File: src/rtl/serial_subtractor.sv
// serial_subtractor: bit-serial x - y - borrow_in, LSB first, one bit per clock.
// Operands are accepted on a valid/ready handshake while idle. The result is
// presented on a second valid/ready handshake after WIDTH shift cycles.
// Optional feature macro: SERIAL_SUB_OVERFLOW_EN adds the signed 'overflow'
// output, registered alongside borrow_out.
//
// state | meaning
// IDLE  | waiting for operands, in_ready=1
// SHIFT | processing one bit per cycle, WIDTH cycles
// DONE  | result valid, waiting for out_ready
module serial_subtractor #(
    parameter int WIDTH = 8
) (
    input  logic             clk,
    input  logic             rst_n,
    input  logic             in_valid,
    output logic             in_ready,
    input  logic [WIDTH-1:0] x,
    input  logic [WIDTH-1:0] y,
    input  logic             borrow_in,
    output logic             out_valid,
    input  logic             out_ready,
    output logic [WIDTH-1:0] diff,
    output logic             borrow_out
`ifdef SERIAL_SUB_OVERFLOW_EN
    ,
    output logic             overflow
`endif
);

    localparam int CW = $clog2(WIDTH);
    localparam logic [CW-1:0] CNT_LAST = CW'(WIDTH - 1);

    typedef enum logic [1:0] {
        IDLE  = 2'd0,
        SHIFT = 2'd1,
        DONE  = 2'd2
    } state_t;

    state_t           state_q, state_d;
    logic [WIDTH-1:0] x_sr_q, x_sr_d;
    logic [WIDTH-1:0] y_sr_q, y_sr_d;
    logic [WIDTH-1:0] res_q, res_d;
    logic [WIDTH-1:0] diff_q, diff_d;
    logic [CW-1:0]    cnt_q, cnt_d;
    logic             c_q, c_d;
    logic             borrow_out_q, borrow_out_d;
`ifdef SERIAL_SUB_OVERFLOW_EN
    logic             ovf_q, ovf_d;
`endif

    logic a_bit, b_bit, d_bit, c_next;

    // Single-bit subtract slice on the current LSBs and the running borrow
    always_comb begin
        a_bit  = x_sr_q[0];
        b_bit  = y_sr_q[0];
        d_bit  = a_bit ^ b_bit ^ c_q;
        c_next = (~a_bit & b_bit) | (~(a_bit ^ b_bit) & c_q);
    end

    // Next-state and datapath update; the result register shifts in at the
    // MSB, while diff/borrow_out only change when a result completes
    always_comb begin
        state_d      = state_q;
        x_sr_d       = x_sr_q;
        y_sr_d       = y_sr_q;
        res_d        = res_q;
        diff_d       = diff_q;
        cnt_d        = cnt_q;
        c_d          = c_q;
        borrow_out_d = borrow_out_q;
`ifdef SERIAL_SUB_OVERFLOW_EN
        ovf_d        = ovf_q;
`endif
        case (state_q)
            IDLE: begin
                if (in_valid) begin
                    x_sr_d  = x;
                    y_sr_d  = y;
                    c_d     = borrow_in;
                    cnt_d   = '0;
                    state_d = SHIFT;
                end
            end
            SHIFT: begin
                x_sr_d = x_sr_q >> 1;
                y_sr_d = y_sr_q >> 1;
                c_d    = c_next;
                res_d  = {d_bit, {(WIDTH-1){1'b0}}} | (res_q >> 1);
                cnt_d  = cnt_q + CW'(1);
                if (cnt_q == CNT_LAST) begin
                    diff_d       = res_d;
                    borrow_out_d = c_next;
`ifdef SERIAL_SUB_OVERFLOW_EN
                    // borrow into the MSB xor borrow out of the MSB
                    ovf_d        = c_q ^ c_next;
`endif
                    state_d      = DONE;
                end
            end
            DONE: begin
                if (out_ready) begin
                    state_d = IDLE;
                end
            end
            default: begin
                state_d = IDLE;
            end
        endcase
    end

    // State and datapath registers; reset discards any in-flight operation
    always_ff @(posedge clk or negedge rst_n) begin
        if (!rst_n) begin
            state_q      <= IDLE;
            x_sr_q       <= '0;
            y_sr_q       <= '0;
            res_q        <= '0;
            diff_q       <= '0;
            cnt_q        <= '0;
            c_q          <= 1'b0;
            borrow_out_q <= 1'b0;
`ifdef SERIAL_SUB_OVERFLOW_EN
            ovf_q        <= 1'b0;
`endif
        end else begin
            state_q      <= state_d;
            x_sr_q       <= x_sr_d;
            y_sr_q       <= y_sr_d;
            res_q        <= res_d;
            diff_q       <= diff_d;
            cnt_q        <= cnt_d;
            c_q          <= c_d;
            borrow_out_q <= borrow_out_d;
`ifdef SERIAL_SUB_OVERFLOW_EN
            ovf_q        <= ovf_d;
`endif
        end
    end

    // Handshake flags decode straight from the state register
    always_comb begin
        in_ready   = (state_q == IDLE);
        out_valid  = (state_q == DONE);
        diff       = diff_q;
        borrow_out = borrow_out_q;
`ifdef SERIAL_SUB_OVERFLOW_EN
        overflow   = ovf_q;
`endif
    end

endmodule

File: config.mk
export PLATFORM = sky130hd
export DESIGN_NAME = serial_subtractor
export DESIGN_NICKNAME = d
export VERILOG_FILES = /design/src/rtl/serial_subtractor.sv
export SDC_FILE = /design/constraint.sdc
export NUM_CORES = 1
export LEC_CHECK = 0
export CAP_MARGIN = 0
export CORE_ASPECT_RATIO = 1.75
export CORE_UTILIZATION = 59
export CTS_BUF_LIST = sky130_fd_sc_hd__clkbuf_8
export CTS_CLUSTER_SIZE = 14
export DETAILED_ROUTE_END_ITERATION = 7
export PLACE_DENSITY = 0.95
export SYNTH_ARGS = -nofsm -noshare
export SYNTH_HDL_FRONTEND = slang
export SYNTH_SLANG_ARGS = --single-unit
File: constraint.sdc
create_clock -name clk -period 2.5 [get_ports clk]
set_input_delay 0.5 -clock clk [delete_from_list [all_inputs] [get_ports clk]]
set_output_delay 0.5 -clock clk [all_outputs]
set_load 0.03 [all_outputs]
Word-level counts from Yosys, hierarchy flattened
Cells that the tools add are included.

cells by class
  add/subtract/negate cells = 1
  reductions and logical operators = 5
  equality and inequality tests = 6
  muxes and demuxes = 12
  bitwise gates (word level) = 8

operators by type and width
  cell                                            number
  one-hot mux 8 bit (2 select lines)              2
  two-way mux 8 bit                               2
  OR 8 x 7 -> 8 bit                               1
  two-way mux 2 bit                               3
  one-hot mux 2 bit (3 select lines)              1
  one-hot mux 3 bit (2 select lines)              1
  != test 2 bit (second input constant)           2
  AND reduction 2 bit                             2
  adder 3 x 1 -> 3 bit (second input constant)    1
  == test 3 bit (second input constant)           1
  two-way mux 3 bit                               1
  AND reduction 3 bit                             1
  bitwise AND 1 bit                               2
  == test 2 x 1 -> 1 bit (second input constant)  1
  == test 2 bit (second input constant)           1
  logical NOT 2 bit                               1
  != test 2 x 1 -> 1 bit (second input constant)  1
  inverter 1 bit                                  2
  one-hot mux 1 bit (2 select lines)              1
  nonzero test 2 bit                              1
  XOR 1 bit                                       2
  two-way mux 1 bit                               1
  OR 1 bit                                        1

word-level totals
  output and inout bits = 11
  register bits after elaboration = 39
  logic and storage cells = 40
  bits of input ports = 21

Longest topological paths before layout
Gate-level depths: netlist (run 1).

  depth after elaboration = 5
  depth in mapped cells = 6
  mapped depth without buffers = 5

Worst setup path before layout (run 1)
Ideal clock, no wire load.

  kind = register to output
  start = reg state_q[0]
  end = out in_ready
  cell stages (with the launch flop) = 4
  setup slack = 0.867 ns
  data required time = 2.000 ns
  arrival time = 1.133 ns
  path buffers = 2
  cells stage by stage = dfrtp_1 > buf_4 > buf_4 > nor2_1

on the way
  longest elaborated chain between the ends = 1

RTL lines
  item                      line  source
  start: declaration        40    state_t state_q, state_d;
  start signal: assignment  128   state_q <= state_d;
  logical NOT 2 bit         144   in_ready = (state_q == IDLE);
  end: declaration          17    output logic in_ready,

Every way passes these cells.

Worst setup path in the final report (run 1)
  start = reg state_q[1]
  end = out out_valid

on the way
  longest elaborated chain between the ends = 1

RTL lines
  item              line  source
  == test 2 bit     145   out_valid = (state_q == DONE);
  end: declaration  21    output logic out_valid,

Every way passes these cells.

==> flow_metrics.tcl, run 1 <==
set metrics [dict create \
    ys_types 27 \
    synth_top_area_share 0.508 \
    cellPowerDensity_nw_per_um2 1250 \
    cts_hold_buf 0 \
    antenna-diode-count 0 \
    worstMarginPinSlew_ns 0.805 \
    synthToLayoutAreaGrowth_pct 21.3 \
    synth_top_area_cell "dfrtp_1" \
    dieWidth_um 44.6 \
    ys_seq_elements 38 \
    dp_slack_ns 0.453 \
    wl_mm 3.64 \
    grt_pass1_wl_mm 6.09 \
    clk_latency_ns 0.29 \
    setup_violations 0 \
    ctsResizeCount 0 \
    grt_max_degree 39 \
    yosysSeqAreaShare 0.508 \
    start_util 0.632 \
    synth_compound_area_frac 0.0936 \
    drc 0 \
    finClkSkew_ns 0.00309 \
    ant_nets 0 \
    crit_path_start_kind "flip-flop" \
    finalCriticalPeriod_ns 2.38 \
    io_pins 32 \
    ir_worst_vdd_v 0.000757 \
    drv_cap 0 \
    synth_top_family_by_area "simple AND/OR/NAND/NOR gates" \
    hold_violations 0 \
    drtIter0Drc 27 \
    synth_cells 170 \
    gp_congestion 0.793 \
    viasPerCell 5.70 \
    crit_chain "inv_2 -> nor2_1 -> clkdlybuf4s50_1" \
    row_count 26 \
    synthSimpleGateAreaFrac 0.247 \
    hold_ws_ns 0.486 \
    worst_slack_ns 0.123 \
    groute.usage.overall 0.244 \
    synth_fa_ha_area_frac 0.0241 \
    wl_per_cell_um 15.1 \
    die-area_um2 3410 \
    crit_fanout 17 \
    finalSetupTns_ns 0 \
    max_freq_ghz 0.421 \
    yosys_warnings 0 \
    fp.dieH_um 76.5 \
    syn_avg_cell_area_um2 11.0 \
    crit_path_top_delay_cell "clkdlybuf4s50_1" \
    finalNetCount 222 \
    critPathRequiredTime_ns 2.00 \
    path_class "flip-flop to output pin" \
    htree_levels 2 \
    leakage_nw 0.983 \
    synthMuxAreaShare 0.0676 \
    cts.reportedPaths.clkPinSlew_ns 0.07 \
    cts_buffers 5 \
    drt_pass1_iterations 4 \
    syn-num-nets 194 \
    drive_above_1_share 0.206 \
    cts_buffer_depth 2 \
    hold_path.class "flip-flop to flip-flop" \
    port_buffers 31 \
    synth_area_leaders "dfrtp_1, nor3_2, nor3_1" \
    grt_antenna_before_repair 0 \
    period_share 0.951 \
    synth_xor_area_frac 0 \
    critPathCaptureType "output pin" \
    max-slew-margin-rel 0.463 \
    root_buffer "clkbuf_8" \
    core_area_um2 2960 \
    syn_area_um2 1870 \
    cts_tree "yes" \
    status "complete, no violations" \
    slew_viol_final 0 \
    grt_pass1_vias 1420 \
    arrival_ns 1.88 \
    cpPeakStageDelay_ns 0.68 \
    post_cts_buffers 0 \
    grt_overflow_total 0 \
    rsz0062_at_grt "no" \
    dp_hpwl_mm 2.60 \
    cts_sinks 38 \
    vias 1373 \
]
[cells by family (layout without fill, tap and decap cells)]
group | after synthesis | count (layout)
AND/OR/NAND/NOR | 76 | 76
flip-flops | 38 | 38
AO/OA/AOI/OAI | 27 | 27
buffers and inverters | 17 | 46
multiplexers | 9 | 9
adder cells (fa/ha/maj) | 3 | 3
[cell usage after synthesis]
cell and n:
nand3b_1 1, nor3_2 20, buf_6 1, dfrtp_1 38
buf_4 6, buf_2 5, nor3_1 22, a221oi_2 1
mux2i_1 1, nand2_1 24, nor2_1 4, inv_1 3
o21ai_1 5, o22ai_1 14, o31ai_1 2, ha_1 2
or3_1 1, o21ai_0 3, nor2b_1 2, mux2_1 1
mux2_4 7, a22o_1 2, nand2b_4 1, nand2b_1 1
buf_8 1, fa_1 1, inv_2 1
[through the flow]
| stage | utilization | cell area (µm²) | std cells | power, mW |
|---|---|---|---|---|
| 6_report | 0.766 | 2270 | 241 | 2.83 |
| 5_1_grt | 0.766 | 2270 | 241 | 3.00 |
| 4_1_cts | 0.766 | 2270 | 241 | 2.84 |
| 3_5_place_dp | 0.730 | 2160 | 233 | 2.34 |
| 3_3_place_gp | 0.730 | 2160 | 233 | 2.25 |
| 2_1_floorplan | - | 1870 | 170 | 2.00 |
[layer usage]
metal,GRT usage,vias up,share of wire
met5,0,-,0
met4,0.127,0,0.027
met3,0.0521,10,0.039
met2,0.407,48,0.55
met1,0.278,661,0.38
li1,-,654,-
[sequential cells by signal, summed over array words and instances, names as in the netlist]
| name | cells |
|---|---|
| x_sr_q | 8 |
| state_q | 2 |
| borrow_out | 1 |
| cnt_q | 3 |
| res_q | 7 |
| diff | 8 |
| c_q | 1 |
| y_sr_q | 8 |
[where the power goes]
group / leakage (nW) / internal, mW / total, mW / switching [mW]
clock: 0.0579 / 0.293 / 0.510 / 0.216
combinational: 0.461 / 0.537 / 1.20 / 0.658
sequential: 0.464 / 0.901 / 1.12 / 0.220
[critical path, delay by kind of cell (launching register included)]
family                 cells  cell delay, ns
buffers and inverters      2            0.89
DFF                        1            0.56
and+or+nand+nor            1            0.14
[path summary, 6_finish.rpt]
check / from / endpoint / slack, ns / depth (start not counted)
setup / recovery: state_q[1] / out_valid / 0.12 / 3
hold / removal: res_q[1] / res_q[1] / 0.49 / 2
setup reg to reg: state_q[0] / diff[0] / 0.58 / 3
hold reg to reg: res_q[1] / res_q[1] / 0.49 / 2
max in group asynchronous: rst_n / x_sr_q[4] / 1.53 / 2
min in group asynchronous: rst_n / cnt_q[1] / 0.64 / 2
[cell usage in the layout, fill, tap and decap left out]
cell	count
nor3_1	22
o31ai_1	2
clkbuf_8	5
mux2_4	7
nor2_1	4
nand2_1	24
a22o_1	2
dfrtp_1	38
o21ai_0	3
bufinv_16	1
or3_1	1
o22ai_1	14
clkdlybuf4s50_1	31
a221oi_2	1
nand3b_1	1
o21ai_1	5
mux2_1	1
nand2b_1	1
mux2i_1	1
ha_1	2
nor3_2	20
buf_4	3
nor2b_1	2
fa_1	1
inv_1	3
inv_2	1
clkinv_2	2
nand2b_4	1
[layout make-up]
cell class | instances | area (µm²)
sequential | 38 | 951
multi-input combinational | 115 | 808
fill | 191 | 692
timing repair buffer | 34 | 333
clock buffer | 5 | 68.8
tap | 42 | 52.6
clock inverter | 3 | 40.0
inverter | 4 | 15.0
Note: power is estimated with default switching activity, not from simulation.
==> inputs of run 2 (changes only) <==
--- a/config.mk
+++ b/config.mk
@@ -7,11 +7,12 @@
 export LEC_CHECK = 0
 export CAP_MARGIN = 0
 export CORE_ASPECT_RATIO = 1.75
-export CORE_UTILIZATION = 59
+export CORE_UTILIZATION = 50
 export CTS_BUF_LIST = sky130_fd_sc_hd__clkbuf_8
 export CTS_CLUSTER_SIZE = 14
 export DETAILED_ROUTE_END_ITERATION = 7
-export PLACE_DENSITY = 0.95
+export PLACE_DENSITY = 0.86
+export SLEW_MARGIN = 10
 export SYNTH_ARGS = -nofsm -noshare
 export SYNTH_HDL_FRONTEND = slang
 export SYNTH_SLANG_ARGS = --single-unit
==> run 2 against run 1 <==
Net effect:
- worst setup slack better by 0.25 ns
- critical path depth did not move
- via count shrank 2.0%
- total power fell by 3.5%
- final area is 0.11% higher
- first-iteration DRC count is 11% lower
- core utilization is 13 points lower
==> flow_metrics.tcl, run 2 (same netlist as run 1, synthesis figures left out) <==
set metrics [dict create \
    wl_mm 3.54 \
    power_mw 2.73 \
    start_util 0.521 \
    arrival_ns 1.62 \
    cts_buffer_depth 2 \
    row_count 29 \
    die-area_um2 4000 \
    fp.dieH_um 82.9 \
    setup_violations 0 \
    grt_pass1_wl_mm 6.02 \
    port_buffers 31 \
    synthToLayoutAreaGrowth_pct 21.4 \
    critPathCaptureType "output pin" \
    groute.usage.overall 0.206 \
    drc 0 \
    rsz0062_at_grt "no" \
    wl_per_cell_um 14.3 \
    grt_overflow_total 0 \
    grt_antenna_before_repair 0 \
    drv_cap 0 \
    finalNetCount 224 \
    ir_worst_vdd_v 0.000645 \
    leakage_nw 0.987 \
    post_cts_buffers 0 \
    hold_path.class "flip-flop to flip-flop" \
    ant_nets 0 \
    status "complete, no violations" \
    finalCriticalPeriod_ns 2.12 \
    vias 1346 \
    cellPowerDensity_nw_per_um2 1200 \
    antenna-diode-count 0 \
    io_pins 32 \
    critPathRequiredTime_ns 2.00 \
    finalSetupTns_ns 0 \
    root_buffer "clkbuf_8" \
    clk_latency_ns 0.29 \
    finClkSkew_ns 0.00538 \
    max-slew-margin-rel 0.414 \
    grt_pass1_vias 1347 \
    cts_tree "yes" \
    htree_levels 2 \
    worstMarginPinSlew_ns 0.878 \
    drtIter0Drc 24 \
    ctsResizeCount 0 \
    path_class "flip-flop to output pin" \
    grt_max_degree 39 \
    max_freq_ghz 0.471 \
    drive_above_1_share 0.209 \
    dp_hpwl_mm 2.56 \
    crit_fanout 11 \
    viasPerCell 5.45 \
    crit_path_start_kind "flip-flop" \
    period_share 0.849 \
    cts_hold_buf 0 \
    gp_congestion 0.816 \
    hold_violations 0 \
    final_common_cell "dfrtp_1" \
    slew_viol_final 0 \
    cts.reportedPaths.clkPinSlew_ns 0.07 \
    cts_sinks 38 \
    dieWidth_um 48.2 \
    cts_buffers 5 \
    drt_pass1_iterations 4 \
    core_area_um2 3590 \
    final_cell_mix "dfrtp_1, clkdlybuf4s50_1, nand2_1, nor3_1, nor3_2" \
]
run 2: cell type report:
cell class	instances	area [µm²]
clock buffers	6	82.6
clock inverters	2	8.76
repair buffers	36	348
multi-input cells	115	808
inverters	4	15.0
flip-flops and latches	38	951
well taps	46	57.6
fillers	290	1320
run 2: worst paths after layout:
check                                start    endpoint  slack (ns)  cells after the start
worst max register to register  state_q[0]     diff[0]        0.58                      3
worst min-delay path              cnt_q[0]    cnt_q[0]        0.48                      1
min in group asynchronous            rst_n    res_q[3]        0.64                      2
worst min register to register    cnt_q[0]    cnt_q[0]        0.48                      1
max in group asynchronous            rst_n  borrow_out        1.52                      2
worst max-delay path            state_q[1]    in_ready        0.38                      3
run 2: per-stage QoR:
stage | cells | area [µm²] | hold slack [ns] | worst slack [ns] | util
2_1_floorplan | 170 | 1870 | 0.204 | 0.867 | -
3_3_place_gp | 239 | 2180 | 0.455 | 0.626 | 0.607
3_5_place_dp | 239 | 2180 | 0.478 | 0.549 | 0.607
4_1_cts | 247 | 2270 | 0.489 | 0.356 | 0.632
5_1_grt | 247 | 2270 | 0.517 | 0.308 | 0.632
6_report | 247 | 2270 | 0.480 | 0.377 | 0.632
run 2: power breakdown:
group	leakage (nW)	switching, mW	internal [mW]
Clock	0.0524	0.205	0.218
Combinational	0.471	0.648	0.547
Sequential	0.464	0.208	0.902
run 2: worst max-delay path, cell delays in order, from the launching register on:
cell and delay, ns:
dfrtp_1 0.40, buf_4 0.18, nor2_1 0.09, clkdlybuf4s50_1 0.67
run 2: layer usage:
layer  GRT usage  part of all wire  vias to the layer above
met4      0.0808             0.023                        0
met2       0.336              0.54                       35
li1            -                 -                      662
met1       0.243              0.41                      642
met5           0                 0                        -
met3      0.0543             0.025                        7
==> inputs of run 3 (changes only) <==
==> constraint.sdc (replaced) <==
create_clock -name clk -period 2 [get_ports clk]
set_input_delay 0.4 -clock clk [delete_from_list [all_inputs] [get_ports clk]]
set_output_delay 0.4 -clock clk [all_outputs]
set_load 0.03 [all_outputs]
==> run 3 against run 2 <==
Net effect:
- global-route usage grew 1.7 points
- sequential share of layout area fell by 0.93 points
- first-iteration DRC count is 8.3% lower
- sequential power is 25% higher
- worst setup slack worse by 0.16 ns
- routed wire length grew 2.7%
- register-to-register slack worse by 0.19 ns
- critical endpoint is now out_valid
- largest power group unchanged
- highest routed layer unchanged
==> flow_metrics.tcl, run 3 (same netlist as run 1, synthesis figures left out) <==
set metrics [dict create \
    gp_congestion 0.763 \
    ctsResizeCount 1 \
    grt_overflow_total 0 \
    clk_latency_ns 0.29 \
    crit_fanout 7 \
    placedInstanceArea_um2 2210 \
    drc 0 \
    io_pins 32 \
    finalCriticalPeriod_ns 1.78 \
    htree_levels 2 \
    dp_hpwl_mm 2.56 \
    fp.dieH_um 82.9 \
    slew_viol_final 0 \
    core_area_um2 3590 \
    status "complete, no violations" \
    critPathCaptureType "output pin" \
    max-slew-margin-rel 0.531 \
    grt_pass1_vias 1448 \
    port_buffers 31 \
    cts_tree "yes" \
    finClkSkew_ns 0.00404 \
    drv_cap 0 \
    cts_hold_buf 0 \
    hold_path.class "flip-flop to flip-flop" \
    final_cell_mix "dfrtp_1, clkdlybuf4s50_1, nand2_1, nor3_1, nor3_2" \
    rsz0062_at_grt "no" \
    groute.usage.overall 0.223 \
    root_buffer "clkbuf_8" \
    grt_antenna_before_repair 0 \
    ant_nets 0 \
    instances_no_fill 250 \
    setup_violations 0 \
    die-area_um2 4000 \
    finalNetCount 227 \
    cts_buffer_depth 2 \
    path_class "flip-flop to output pin" \
    worstMarginPinSlew_ns 0.702 \
    drive_above_1_share 0.216 \
    cts.reportedPaths.clkPinSlew_ns 0.07 \
    crit_path_start_kind "flip-flop" \
    grt_max_degree 39 \
    dieWidth_um 48.2 \
    leakage_nw 1.03 \
    cellPowerDensity_nw_per_um2 1530 \
    dp_cells 242 \
    final_common_cell "dfrtp_1" \
    hold_violations 0 \
    row_count 29 \
    arrival_ns 1.38 \
    cts_buffers 5 \
    power_mw 3.56 \
    fillers 293 \
    max_freq_ghz 0.561 \
    grt_pass1_wl_mm 6.40 \
    final_cell_area_um2 2320 \
    period_share 0.892 \
    ir_worst_vdd_v 0.00106 \
    wl_per_cell_um 14.5 \
    viasPerCell 5.54 \
    post_cts_buffers 0 \
    vias 1385 \
    critPathRequiredTime_ns 1.60 \
    wl_mm 3.64 \
    cts_sinks 38 \
    drt_pass1_iterations 4 \
    start_util 0.521 \
    synthToLayoutAreaGrowth_pct 24.1 \
    drtIter0Drc 22 \
    antenna-diode-count 0 \
    finalSetupTns_ns 0 \
]
-- run 3: power by group --
group          total (mW)  leakage [nW]  internal (mW)  switching [mW]
clock               0.620        0.0607          0.363           0.257
combinational        1.55         0.508          0.729           0.820
sequential           1.39         0.464           1.13           0.264
-- run 3: metrics by stage --
step	hold slack (ns)	util	setup slack (ns)
CTS	0.490	0.646	0.00625
finish	0.478	0.646	0.216
global route	0.499	0.646	0.184
global placement	0.453	0.617	0.258
floorplan	0.104	-	0.467
detailed placement	0.473	0.617	0.221
-- run 3: worst max-delay path, cell delays in order, from the launching register on --
cell and delay [ns]:
dfrtp_1 0.48, inv_2 0.06, nor2_1 0.14, dlygate4sd2_1 0.42
-- run 3: final cells by class --
class | count | area [µm²] | area share
Timing Repair Buffer | 39 | 384 | 0.165
Multi-Input combinational cell | 115 | 808 | 0.348
Sequential cell | 38 | 951 | 0.409
Inverter | 4 | 15.0 | 0.00647
Clock buffer | 5 | 68.8 | 0.0296
Tap cell | 46 | 57.6 | 0.0248
Clock inverter | 3 | 37.5 | 0.0162
-- run 3: path summary, 6_finish.rpt --
path / start / endpoint / slack [ns] / cells past startpoint
worst min register to register: res_q[1] / res_q[1] / 0.48 / 2
min in group asynchronous: rst_n / cnt_q[0] / 0.53 / 2
max in group asynchronous: rst_n / res_q[4] / 1.14 / 2
worst max register to register: state_q[0] / diff[0] / 0.39 / 4
worst max-delay path: state_q[1] / out_valid / 0.22 / 3
worst min-delay path: res_q[1] / res_q[1] / 0.48 / 2
-- run 3: routing by layer --
metal / wire, µm / track usage
met3: 95 / 0.0457
met1: 1470 / 0.265
met4: 102 / 0.114
met2: 1970 / 0.356
met5: 0 / 0
